==> src/rtl/alu_mc.sv <==
// alu_mc: single-cycle ALU with optional shift-add multiplier (define ALU_MC_MUL_EN to include it)
module alu_mc #(
    parameter int WIDTH = 8
) (
    input  logic             clk,
    input  logic             rst_n,
    input  logic             valid_in,
    output logic             ready_out,
    input  logic [2:0]       unit_sel_in,
    input  logic             op_sel_in,
    input  logic             mul_seg_sel_in,
    input  logic [WIDTH-1:0] acc_in,
    input  logic [WIDTH-1:0] src_in,
    output logic [WIDTH-1:0] res_out,
    output logic             valid_out,
    output logic             carry_out,
    output logic             zero_out
);
    localparam int SW = $clog2(WIDTH);

    logic             accept;
    logic             mul_start;
    logic             mul_done;
    logic [WIDTH-1:0] mul_res;
    logic [WIDTH:0]   sum;
    logic [WIDTH-1:0] alu_res;
    logic             alu_c;

    assign accept   = valid_in & ready_out;
    assign zero_out = res_out == '0;

    // single-cycle units; subtract is acc + ~src + 1 so the carry means "no borrow"
    always_comb begin
        sum     = {1'b0, acc_in} + {1'b0, op_sel_in ? ~src_in : src_in} + (WIDTH + 1)'(op_sel_in);
        alu_res = src_in;
        alu_c   = 1'b0;
        case (unit_sel_in)
            3'b000: {alu_c, alu_res} = sum;
            3'b010: alu_res = op_sel_in ? acc_in >> src_in[SW-1:0] : acc_in << src_in[SW-1:0];
            3'b100: alu_res = acc_in | src_in;
            3'b101: alu_res = acc_in ^ src_in;
            3'b110: alu_res = acc_in & src_in;
            3'b111: alu_res = acc_in;
            default: alu_res = src_in;
        endcase
    end

`ifdef ALU_MC_MUL_EN
    typedef enum logic {IDLE, MUL} state_t;

    state_t             state;
    state_t             state_nx;
    logic [WIDTH-1:0]   mcand;
    logic [WIDTH-1:0]   mplier;
    logic               seg;
    logic [2*WIDTH-1:0] prod;
    logic [2*WIDTH-1:0] prod_nx;
    logic [SW-1:0]      cnt;

    assign mul_start = accept & (unit_sel_in == 3'b011);
    assign mul_done  = (state == MUL) & (cnt == SW'(WIDTH - 1));
    assign prod_nx   = prod + (mplier[cnt] ? {{WIDTH{1'b0}}, mcand} << cnt : '0);
    assign mul_res   = seg ? prod_nx[2*WIDTH-1:WIDTH] : prod_nx[WIDTH-1:0];

    // state register
    always_ff @(posedge clk) begin
        state <= !rst_n ? IDLE : state_nx;
    end

    // requests are only taken in IDLE; the multiply leaves after its last bit
    always_comb begin
        state_nx  = state;
        ready_out = state == IDLE;
        case (state)
            IDLE: state_nx = mul_start ? MUL : IDLE;
            MUL:  state_nx = mul_done ? IDLE : MUL;
            default: state_nx = IDLE;
        endcase
    end

    // shift-add: one multiplier bit per cycle, counter wraps back to 0 on the last bit
    always_ff @(posedge clk) begin
        if (!rst_n) begin
            cnt  <= '0;
            prod <= '0;
        end else if (mul_start) begin
            mcand  <= acc_in;
            mplier <= src_in;
            seg    <= mul_seg_sel_in;
            prod   <= '0;
            cnt    <= '0;
        end else if (state == MUL) begin
            prod <= prod_nx;
            cnt  <= cnt + SW'(1);
        end
    end
`else
    logic unused_seg;

    assign unused_seg = mul_seg_sel_in;
    assign ready_out  = 1'b1;
    assign mul_start  = 1'b0;
    assign mul_done   = 1'b0;
    assign mul_res    = '0;
`endif

    // result register: single-cycle ops at accept, multiply on its final bit
    always_ff @(posedge clk) begin
        if (!rst_n) begin
            res_out   <= '0;
            carry_out <= 1'b0;
            valid_out <= 1'b0;
        end else begin
            valid_out <= (accept & ~mul_start) | mul_done;
            if (accept && !mul_start) begin
                res_out   <= alu_res;
                carry_out <= alu_c;
            end else if (mul_done) begin
                res_out   <= mul_res;
                carry_out <= 1'b0;
            end
        end
    end
endmodule

==> config.mk <==
export PLATFORM = sky130hd
export DESIGN_NAME = alu_mc
export DESIGN_NICKNAME = d
export VERILOG_FILES = /design/src/rtl/alu_mc.sv
export SDC_FILE = /design/constraint.sdc
export NUM_CORES = 1
export LEC_CHECK = 0
export CAP_MARGIN = 15
export CORE_ASPECT_RATIO = 0.6
export CORE_MARGIN = 5
export CORE_UTILIZATION = 54
export CTS_CLUSTER_SIZE = 25
export DETAILED_ROUTE_END_ITERATION = 10
export PLACE_DENSITY = 0.82
export SYNTH_ARGS = -nofsm -noshare
export SYNTH_HDL_FRONTEND = slang
export SYNTH_SLANG_ARGS = --single-unit
==> constraint.sdc <==
create_clock -name clk -period 3.3 [get_ports clk]
set_clock_uncertainty 0.2 [all_clocks]
set_input_delay 0.33 -clock clk [delete_from_list [all_inputs] [get_ports clk]]
set_output_delay 0.33 -clock clk [all_outputs]
set_load 0.01 [all_outputs]
==> insert_results.sql <==
INSERT INTO impl_metrics (metric_group, metric, value, unit) VALUES
('run_status', 'status', 'completed', ''),
('synthesis', 'mapped_cell_area', '2020', 'µm²'),
('synthesis', 'synth.lib_cells_used.distinct', '54', ''),
('critical_path', 'worst_setup_path_end_kind', 'register', ''),
('timing', 'setup_viol_count_final', '0', ''),
('detailed_routing', 'initialDrtViolationCount', '260', ''),
('clocking', 'cts_made_buffers', '3', ''),
('timing', 'relSlewSlack', '63.7', '%'),
('synthesis', 'synthMuxAreaShare', '10.1', '%'),
('die', 'core_ar', '3640', 'µm²'),
('place', 'finalWeightedCongestion', '0.980', ''),
('synthesis', 'synth-xor-area-share', '4.78', '%'),
('clocking', 'ctsHoldBuffers', '0', ''),
('clocking', 'post-cts-setup-buffers', '0', ''),
('synthesis', 'synthesized_area_fraction_occupied_by_ao_oa_aoi_and_oai_cells', '30.1', '%'),
('synthesis', 'synth_edf_count', '0', ''),
('die', 'boundaryPins', '36', ''),
('cells_and_area', 'layout.cell_area.non_filler', '2470', 'µm²'),
('global_routing', 'grt_usage', '24.8', '%'),
('synthesis', 'yosys_register_bits', '10', ''),
('synthesis', 'synth-warning-count', '0', ''),
('die', 'die_width', '88.9', 'µm'),
('global_routing', 'initial_antenna_violation_count', '0', ''),
('critical_path', 'path_buf_inv', '1', ''),
('clocking', 'clk_root_buf', 'clkbuf_8', ''),
('detailed_routing', 'drcViolationCount', '0', ''),
('clocking', 'numClockSinks', '10', ''),
('timing', 'tightest_slew', '0.543', 'ns'),
('synthesis', 'synth_top_family_by_area', 'compound AO/OA/AOI/OAI gates', ''),
('power', 'power_total', '0.655', 'mW'),
('clocking', 'cts-resized-gates', '0', ''),
('timing', 'report.final.slew_viol_count', '0', ''),
('critical_path', 'cell_family_contributing_the_most_delay_on_the_critical_path', 'compound AO/OA/AOI/OAI gates', ''),
('clocking', 'tritoncts', 'built', ''),
('critical_path', 'critical_path_peak_fanout', '10', ''),
('timing', 'maxClockFrequency', '339', 'MHz'),
('timing', 'rsz0062_at_grt', 'false', ''),
('synthesis', 'seq_area_frac_synth', '9.93', '%'),
('place', 'place.port_buffers', '33', ''),
('timing', 'timing_hold_violations_final', '0', ''),
('job', 'drv.max_cap_violation_count', '0', ''),
('die', 'rows', '17', ''),
('power', 'p_per_area', '266', 'nW/µm²'),
('detailed_routing', 'drt-wirelength-per-cell', '17.8', 'µm'),
('synthesis', 'post_synth_fa_ha_maj_area_fraction', '16.5', '%'),
('synthesis', 'synth_cells', '275', ''),
('clocking', 'clkLatencyLatePin', '0.24', 'ns'),
('place', 'dp.final_hpwl', '4900', 'µm'),
('critical_path', 'worst_setup_path_start_kind', 'input pin', ''),
('global_routing', 'grt_start_max_net_pins', '27', ''),
('synthesis', 'synth_nets', '325', ''),
('detailed_routing', 'avgViaCountPerCell', '6.29', ''),
('min_path', 'worstHoldPathType', 'reg -> reg', ''),
('detailed_routing', 'final_antenna_net_count', '0', ''),
('place', 'placed_cells_incl_taps', '349', ''),
('critical_path', 'critical_path.cell_chain', 'clkdlybuf4s50_1 -> xor2_1 -> ha_1 -> a21o_1 -> a31oi_4 -> o21bai_4 -> mux2i_1 -> a2111oi_0 -> o21ai_0', ''),
('detailed_routing', 'detailedRoute.firstPassIterationCount', '5', ''),
('critical_path', 'worst-endpoint-arrival', '2.86', 'ns'),
('timing', 'timing.setup.tns', '0', 'ns'),
('timing', 'final.period_utilization', '89.3', '%'),
('critical_path', 'timing.critical_path.slowest_cell_delay', '0.81', 'ns'),
('cells_and_area', 'final_cell_mix', 'clkdlybuf4s50_1 (33), o21ai_0 (27), nand2_1 (26), ha_1 (25), inv_1 (21)', ''),
('cells_and_area', 'drive_above_1_share', '9.80', '%'),
('clocking', 'htreeDepth', '1', ''),
('power', 'vdd_ir_drop_max', '0.257', 'mV'),
('cells_and_area', 'regArea', '200', 'µm²'),
('place', 'placement.setup.worst_slack', '0.161', 'ns'),
('timing', 'setup_slack', '0.352', 'ns'),
('synthesis', 'synth_top_flop_cell', 'dfxtp_1', ''),
('cells_and_area', 'finalNetCount', '357', ''),
('global_routing', 'grt_pass1_wl', '10000', 'µm');
-- sequential cells by signal (all words and copies together), names as in the netlist --
name / count
valid_out: 1
carry_out: 1
res_out: 8
-- cell families (layout without fill, tap and decap cells) --
kind of cell             after synthesis  count (layout)
AO/OA/AOI/OAI                         89              89
AND/OR/NAND/NOR                       78              78
buffers and inverters                 43              74
adder cells (fa/ha/maj)               26              26
multiplexers                          17              17
XOR/XNOR                              11              11
flip-flops                            10              10
other                                  1               1
-- tightest hold or removal path, cell delays in order, from the launching register on --
cell and delay (ns):
dfxtp_1 0.30, nand2b_1 0.06, a21boi_0 0.07
-- layer usage --
| layer | wire length [µm] | up-vias | track usage [%] |
|---|---|---|---|
| met5 | 0 | - | 0 |
| met4 | 55 | 0 | 5.17 |
| met3 | 813 | 10 | 5.19 |
| met2 | 2560 | 138 | 33.8 |
| met1 | 2860 | 1018 | 39.2 |
| li1 | - | 1054 | - |
-- power by group --
part           internal (mW)  switching [mW]  total, mW
logic                  0.165           0.195      0.360
clock network          0.105          0.0510      0.156
registers              0.131         0.00787      0.138
total                  0.401           0.254      0.655
-- final timing paths --
check             startpoint          to  slack [ns]  cells past startpoint
hold / removal     carry_out   carry_out        0.28                      2
setup / recovery   op_sel_in  res_out[5]        0.35                      9
hold reg to reg    carry_out   carry_out        0.28                      2
setup reg to reg  res_out[2]  res_out[2]        1.82                      5
-- synth_stat cells (2+ instances only) --
master / n / area share, %
a2111oi_0: 2 / 0.87
a211oi_1: 9 / 3.4
a21boi_0: 2 / 0.74
a21o_1: 2 / 0.74
a21oi_1: 17 / 4.2
a221oi_1: 2 / 0.87
a22oi_1: 2 / 0.74
a311oi_1: 3 / 1.3
a31oi_1: 5 / 1.6
a31oi_4: 2 / 2.1
buf_2: 10 / 2.5
buf_4: 2 / 0.74
clkbuf_1: 8 / 1.5
dfxtp_1: 10 / 9.9
ha_1: 25 / 16
inv_1: 21 / 3.9
mux2_2: 3 / 1.7
mux2i_1: 11 / 5.5
mux4_2: 2 / 2.2
nand2_1: 26 / 4.8
nand2b_1: 9 / 2.8
nand3_1: 6 / 1.5
nand3b_1: 3 / 1.1
nor2_1: 16 / 3.0
nor2b_1: 2 / 0.62
nor3_1: 4 / 0.99
nor3b_1: 2 / 0.74
nor4_1: 2 / 0.62
o211ai_1: 3 / 1.1
o21ai_0: 27 / 6.7
o22ai_1: 3 / 0.93
or3_1: 2 / 0.62
or4_1: 2 / 0.74
xnor2_1: 3 / 1.3
xor2_1: 8 / 3.5
-- final cells by class --
class	count	share of cell area (%)
Multi-Input combinational cell	222	66.0
Timing Repair Buffer	48	18.0
Sequential cell	10	8.12
Inverter	22	3.35
Tap cell	47	2.38
Clock buffer	4	2.23
Power figures use the tool's default switching activity.
==> variant 1 (config.mk and constraints unchanged) <==
Change the parameter `WIDTH` from 8 to 16.
--- a/src/rtl/alu_mc.sv
+++ b/src/rtl/alu_mc.sv
@@ -1,6 +1,6 @@
 // alu_mc: single-cycle ALU with optional shift-add multiplier (define ALU_MC_MUL_EN to include it)
 module alu_mc #(
-    parameter int WIDTH = 8
+    parameter int WIDTH = 16
 ) (
     input  logic             clk,
     input  logic             rst_n,
Ports: changed (resized acc_in, res_out and src_in); port bits go from 36 to 60. No check against the original RTL was run, so the function may have changed too.
==> variant 1 against the original RTL <==
Global-route usage up 8.3 points. Synthesized cell count increased by 110%. Critical path depth rose by 1. Sequential power grew 83%. Setup slack lost 0.14 ns. Hold slack improved by 0.021 ns. Design area up 120%. Clock power grew 81%. Power is 110% higher. Combinational power is 130% higher. Routed wire length grew to 2.7 times the old value. Sequential cell count increased by 8. Area after synthesis rose by 130%. Largest power group unchanged.
==> variant 1: results (changes against the original RTL) <==
critPathMaxFanout: 4  # -6
max_slew.worst_pin.slew_ns: 0.765  # +0.222 ns
synth_cells: 577  # +110%
numPortBuffers: 57  # +73%
num_vias: 5057  # +130%
nFillCells: 750  # +130%
grt_max_degree: 44  # +63%
gp_congestion: 1.01  # +2.9%
synth_xor_area_frac: 0.0383  # -0.00955
synthAdderAreaFrac: 0.141  # -0.0241
drt_iter0_drc: 809  # +210%
synth_compound_area_frac: 0.263  # -0.0382
ctsRootBufferMaster: "clkbuf_16"
worstSkewPairLatency_ns: 0.26  # +0.02 ns
reg_top3: "res_out: 16 flops, carry_out: 1 flops, valid_out: 1 flops"
dpl.hpwl_microns: 13300  # +170%
met1_length_microns: 7310  # +160%
drive_gt1_frac: 0.148  # +0.0504
highest_layer: "met4"
grt_use_met1: 0.478  # +0.0865
groute.layer.met3.usage: 0.0828  # +0.0308
dr.pass1.iters: 6  # +1
ir_drop_mv: 0.194  # -24%
crit_family: "simple AND/OR/NAND/NOR gates"
synth_cell_types: 74  # +37%
synthMuxAreaShare: 0.202  # +0.100
grt_usage: 0.332  # +0.0834
fin_nets: 732  # +110%
fin_cells: 752  # +110%
status: "finished clean"
dp_slack_ns: -0.0232  # -0.185 ns
-- variant 1: cell types whose count changed after synthesis, moves of 8 or more --
| cell | change |
|---|---|
| nand2_1 | +29 |
| nand3_1 | +9 |
| a21oi_1 | +11 |
| o21ai_0 | +17 |
| dfxtp_1 | +8 |
| o211ai_1 | +10 |
| mux4_2 | +16 |
| nor2_1 | +23 |
| xor2_1 | +11 |
| inv_1 | +19 |
| mux2i_1 | +18 |
| ha_1 | +25 |
| clkbuf_8 | +9 |
| clkbuf_1 | +10 |
-- variant 1: power by group --
part / internal, mW / switching [mW] / total (mW) / leakage [nW]
registers: 0.235 / 0.0175 / 0.253 / 0.148
logic: 0.367 / 0.479 / 0.846 / 2.15
clock network: 0.185 / 0.0982 / 0.283 / 0.0442
total: 0.787 / 0.595 / 1.38 / 2.34
-- variant 1: worst paths after layout --
path | from | end | slack [ns] | depth (start not counted)
worst max register to register | res_out[12]$_SDFFE_PN0P_ | res_out[12]$_SDFFE_PN0P_ | 1.68 | 3
worst min register to register | res_out[4]$_SDFFE_PN0P_ | res_out[4]$_SDFFE_PN0P_ | 0.30 | 2
worst max-delay path | src_in[2] | res_out[14]$_SDFFE_PN0P_ | 0.21 | 10
worst min-delay path | res_out[4]$_SDFFE_PN0P_ | res_out[4]$_SDFFE_PN0P_ | 0.30 | 2
-- variant 1: worst min-delay path: stages (launching register included) --
cell and delay (ns):
dfxtp_1 0.32, nand2_1 0.06, o211ai_1 0.07
-- variant 1: area by class of cell --
cell class	count	area, sq um	share of cell area
inverter	44	165	0.0305
sequential	18	360	0.0666
clock buffer	4	88.8	0.0164
timing repair buffer	105	928	0.172
tap	112	140	0.0259
multi-input combinational	469	3730	0.689
==> variant 2 (same settings) <==
Made on the original files. Remove the case item `3'b010` of the case on `unit_sel_in`.
--- a/src/rtl/alu_mc.sv
+++ b/src/rtl/alu_mc.sv
@@ -36,7 +36,6 @@
         alu_c   = 1'b0;
         case (unit_sel_in)
             3'b000: {alu_c, alu_res} = sum;
-            3'b010: alu_res = op_sel_in ? acc_in >> src_in[SW-1:0] : acc_in << src_in[SW-1:0];
             3'b100: alu_res = acc_in | src_in;
             3'b101: alu_res = acc_in ^ src_in;
             3'b110: alu_res = acc_in & src_in;
Check against the original RTL: not equivalent (Yosys sat finds a counterexample within 4 cycles, from zero or initial values and one cycle with rst_n low).
==> variant 2 against the original RTL <==
Area after synthesis down 27%. Register-to-register slack better by 0.48 ns. Power down 16%. Setup slack better by 0.23 ns. Global-route usage down 5.1 points. Design area down 24%. Routed wire length down 39%. Hold slack worse by 0.030 ns. Sequential cell count unchanged. Largest power group unchanged.
==> variant 2: results (changes against the original RTL) <==
status: "finished clean"
synth_compound_area_frac: 0.202  # -0.0987
placed_area_sq_um: 1810  # -25%
fin_nets: 264  # -26%
groute.layer.met3.usage: 0.0464  # -0.00552
synth_common_cells: "inv_1 (25), ha_1 (24), nand2_1 (15)"
synthAdderAreaFrac: 0.217  # +0.0517
synth_top_family_by_area: "adder cells"
synth_cell_types: 47  # -13%
crit_family: "compound AO/OA/AOI/OAI gates"
use_met2: 0.321  # -0.0170
drt_iter0_drc: 145  # -44%
grt_max_degree: 16  # -41%
grt_pass1_vias: 1385  # -30%
num_vias: 1452  # -35%
dr_wl_met2_microns: 1680  # -34%
ys_seq_area_frac: 0.135  # +0.0362
dpl.hpwl_microns: 3110  # -36%
met1_length_microns: 1730  # -39%
ys.warnings.count: 0  # unchanged
reg_top3: "res_out: 8 flops, carry_out: 1 flops, valid_out: 1 flops"
grt_use_met1: 0.266  # -0.125
total_leakage_power_nw: 0.848  # -20%
drive_gt1_frac: 0.0701  # -0.0279
dp_cells: 242  # -31%
ir_drop_mv: 0.128  # -50%
crit_slowest_cell: "clkdlybuf4s50_1"
critPathMaxFanout: 5  # -5
design_area_sq_um: 1870  # -24%
wl_met3_microns: 384  # -53%
syn_nets: 232  # -29%
synthMuxAreaShare: 0.102  # +0.00128
grt_pass1_wl_microns: 6350  # -37%
path_clk_slew_ns: 0.05  # about the same
wirelength_microns: 3850  # -39%
cp_data_required_time_ns: 3.17  # -0.04 ns
grt_usage: 0.197  # -0.0509
dp_slack_ns: 0.423  # +0.262 ns
slowest_delay_ns: 0.51  # -0.30 ns
highest_layer: "met4"
avgSynthCellArea_sq_um: 8.07  # +10%
synth.area.top_cells: "ha_1 (20%), dfxtp_1 (14%), xor2_1 (6.5%), inv_1 (6.4%), mux4_2 (4.6%)"
synth_xor_area_frac: 0.0711  # +0.0233
nFillCells: 185  # -42%
max_slew.worst_pin.slew_ns: 0.525  # -0.0175 ns
wl_per_cell_microns: 15.6  # -12%
rr_worst_depth: 3  # -2
gp_congestion: 0.969  # -1.2%
hold_depth: 1  # -1
variant 2: final cells by class:
type                       instances  share of cell area
sequential                        10               0.107
tap                               32              0.0214
inverter                          26              0.0522
clock buffer                       4              0.0295
multi-input combinational        137               0.597
timing repair buffer              37               0.193
variant 2: worst register-to-register path: stages, from the launching register on:
cell and delay, ns:
dfxtp_1 0.32, inv_1 0.06, o21ai_0 0.08, a32o_1 0.23
variant 2: worst paths after layout:
kind | slack (ns) | startpoint | to
worst min-delay path | 0.25 | carry_out$_SDFFE_PN0P_ | carry_out$_SDFFE_PN0P_
worst max-delay path | 0.58 | op_sel_in | res_out[3]$_SDFFE_PN0P_
worst max register to register | 2.30 | res_out[7]$_SDFFE_PN0P_ | res_out[7]$_SDFFE_PN0P_
worst min register to register | 0.25 | carry_out$_SDFFE_PN0P_ | carry_out$_SDFFE_PN0P_
variant 2: where the power goes:
group	switching, mW	total [mW]	internal (mW)
sequential	0.00734	0.138	0.131
clock	0.0466	0.151	0.105
combinational	0.134	0.258	0.124
total	0.188	0.547	0.360
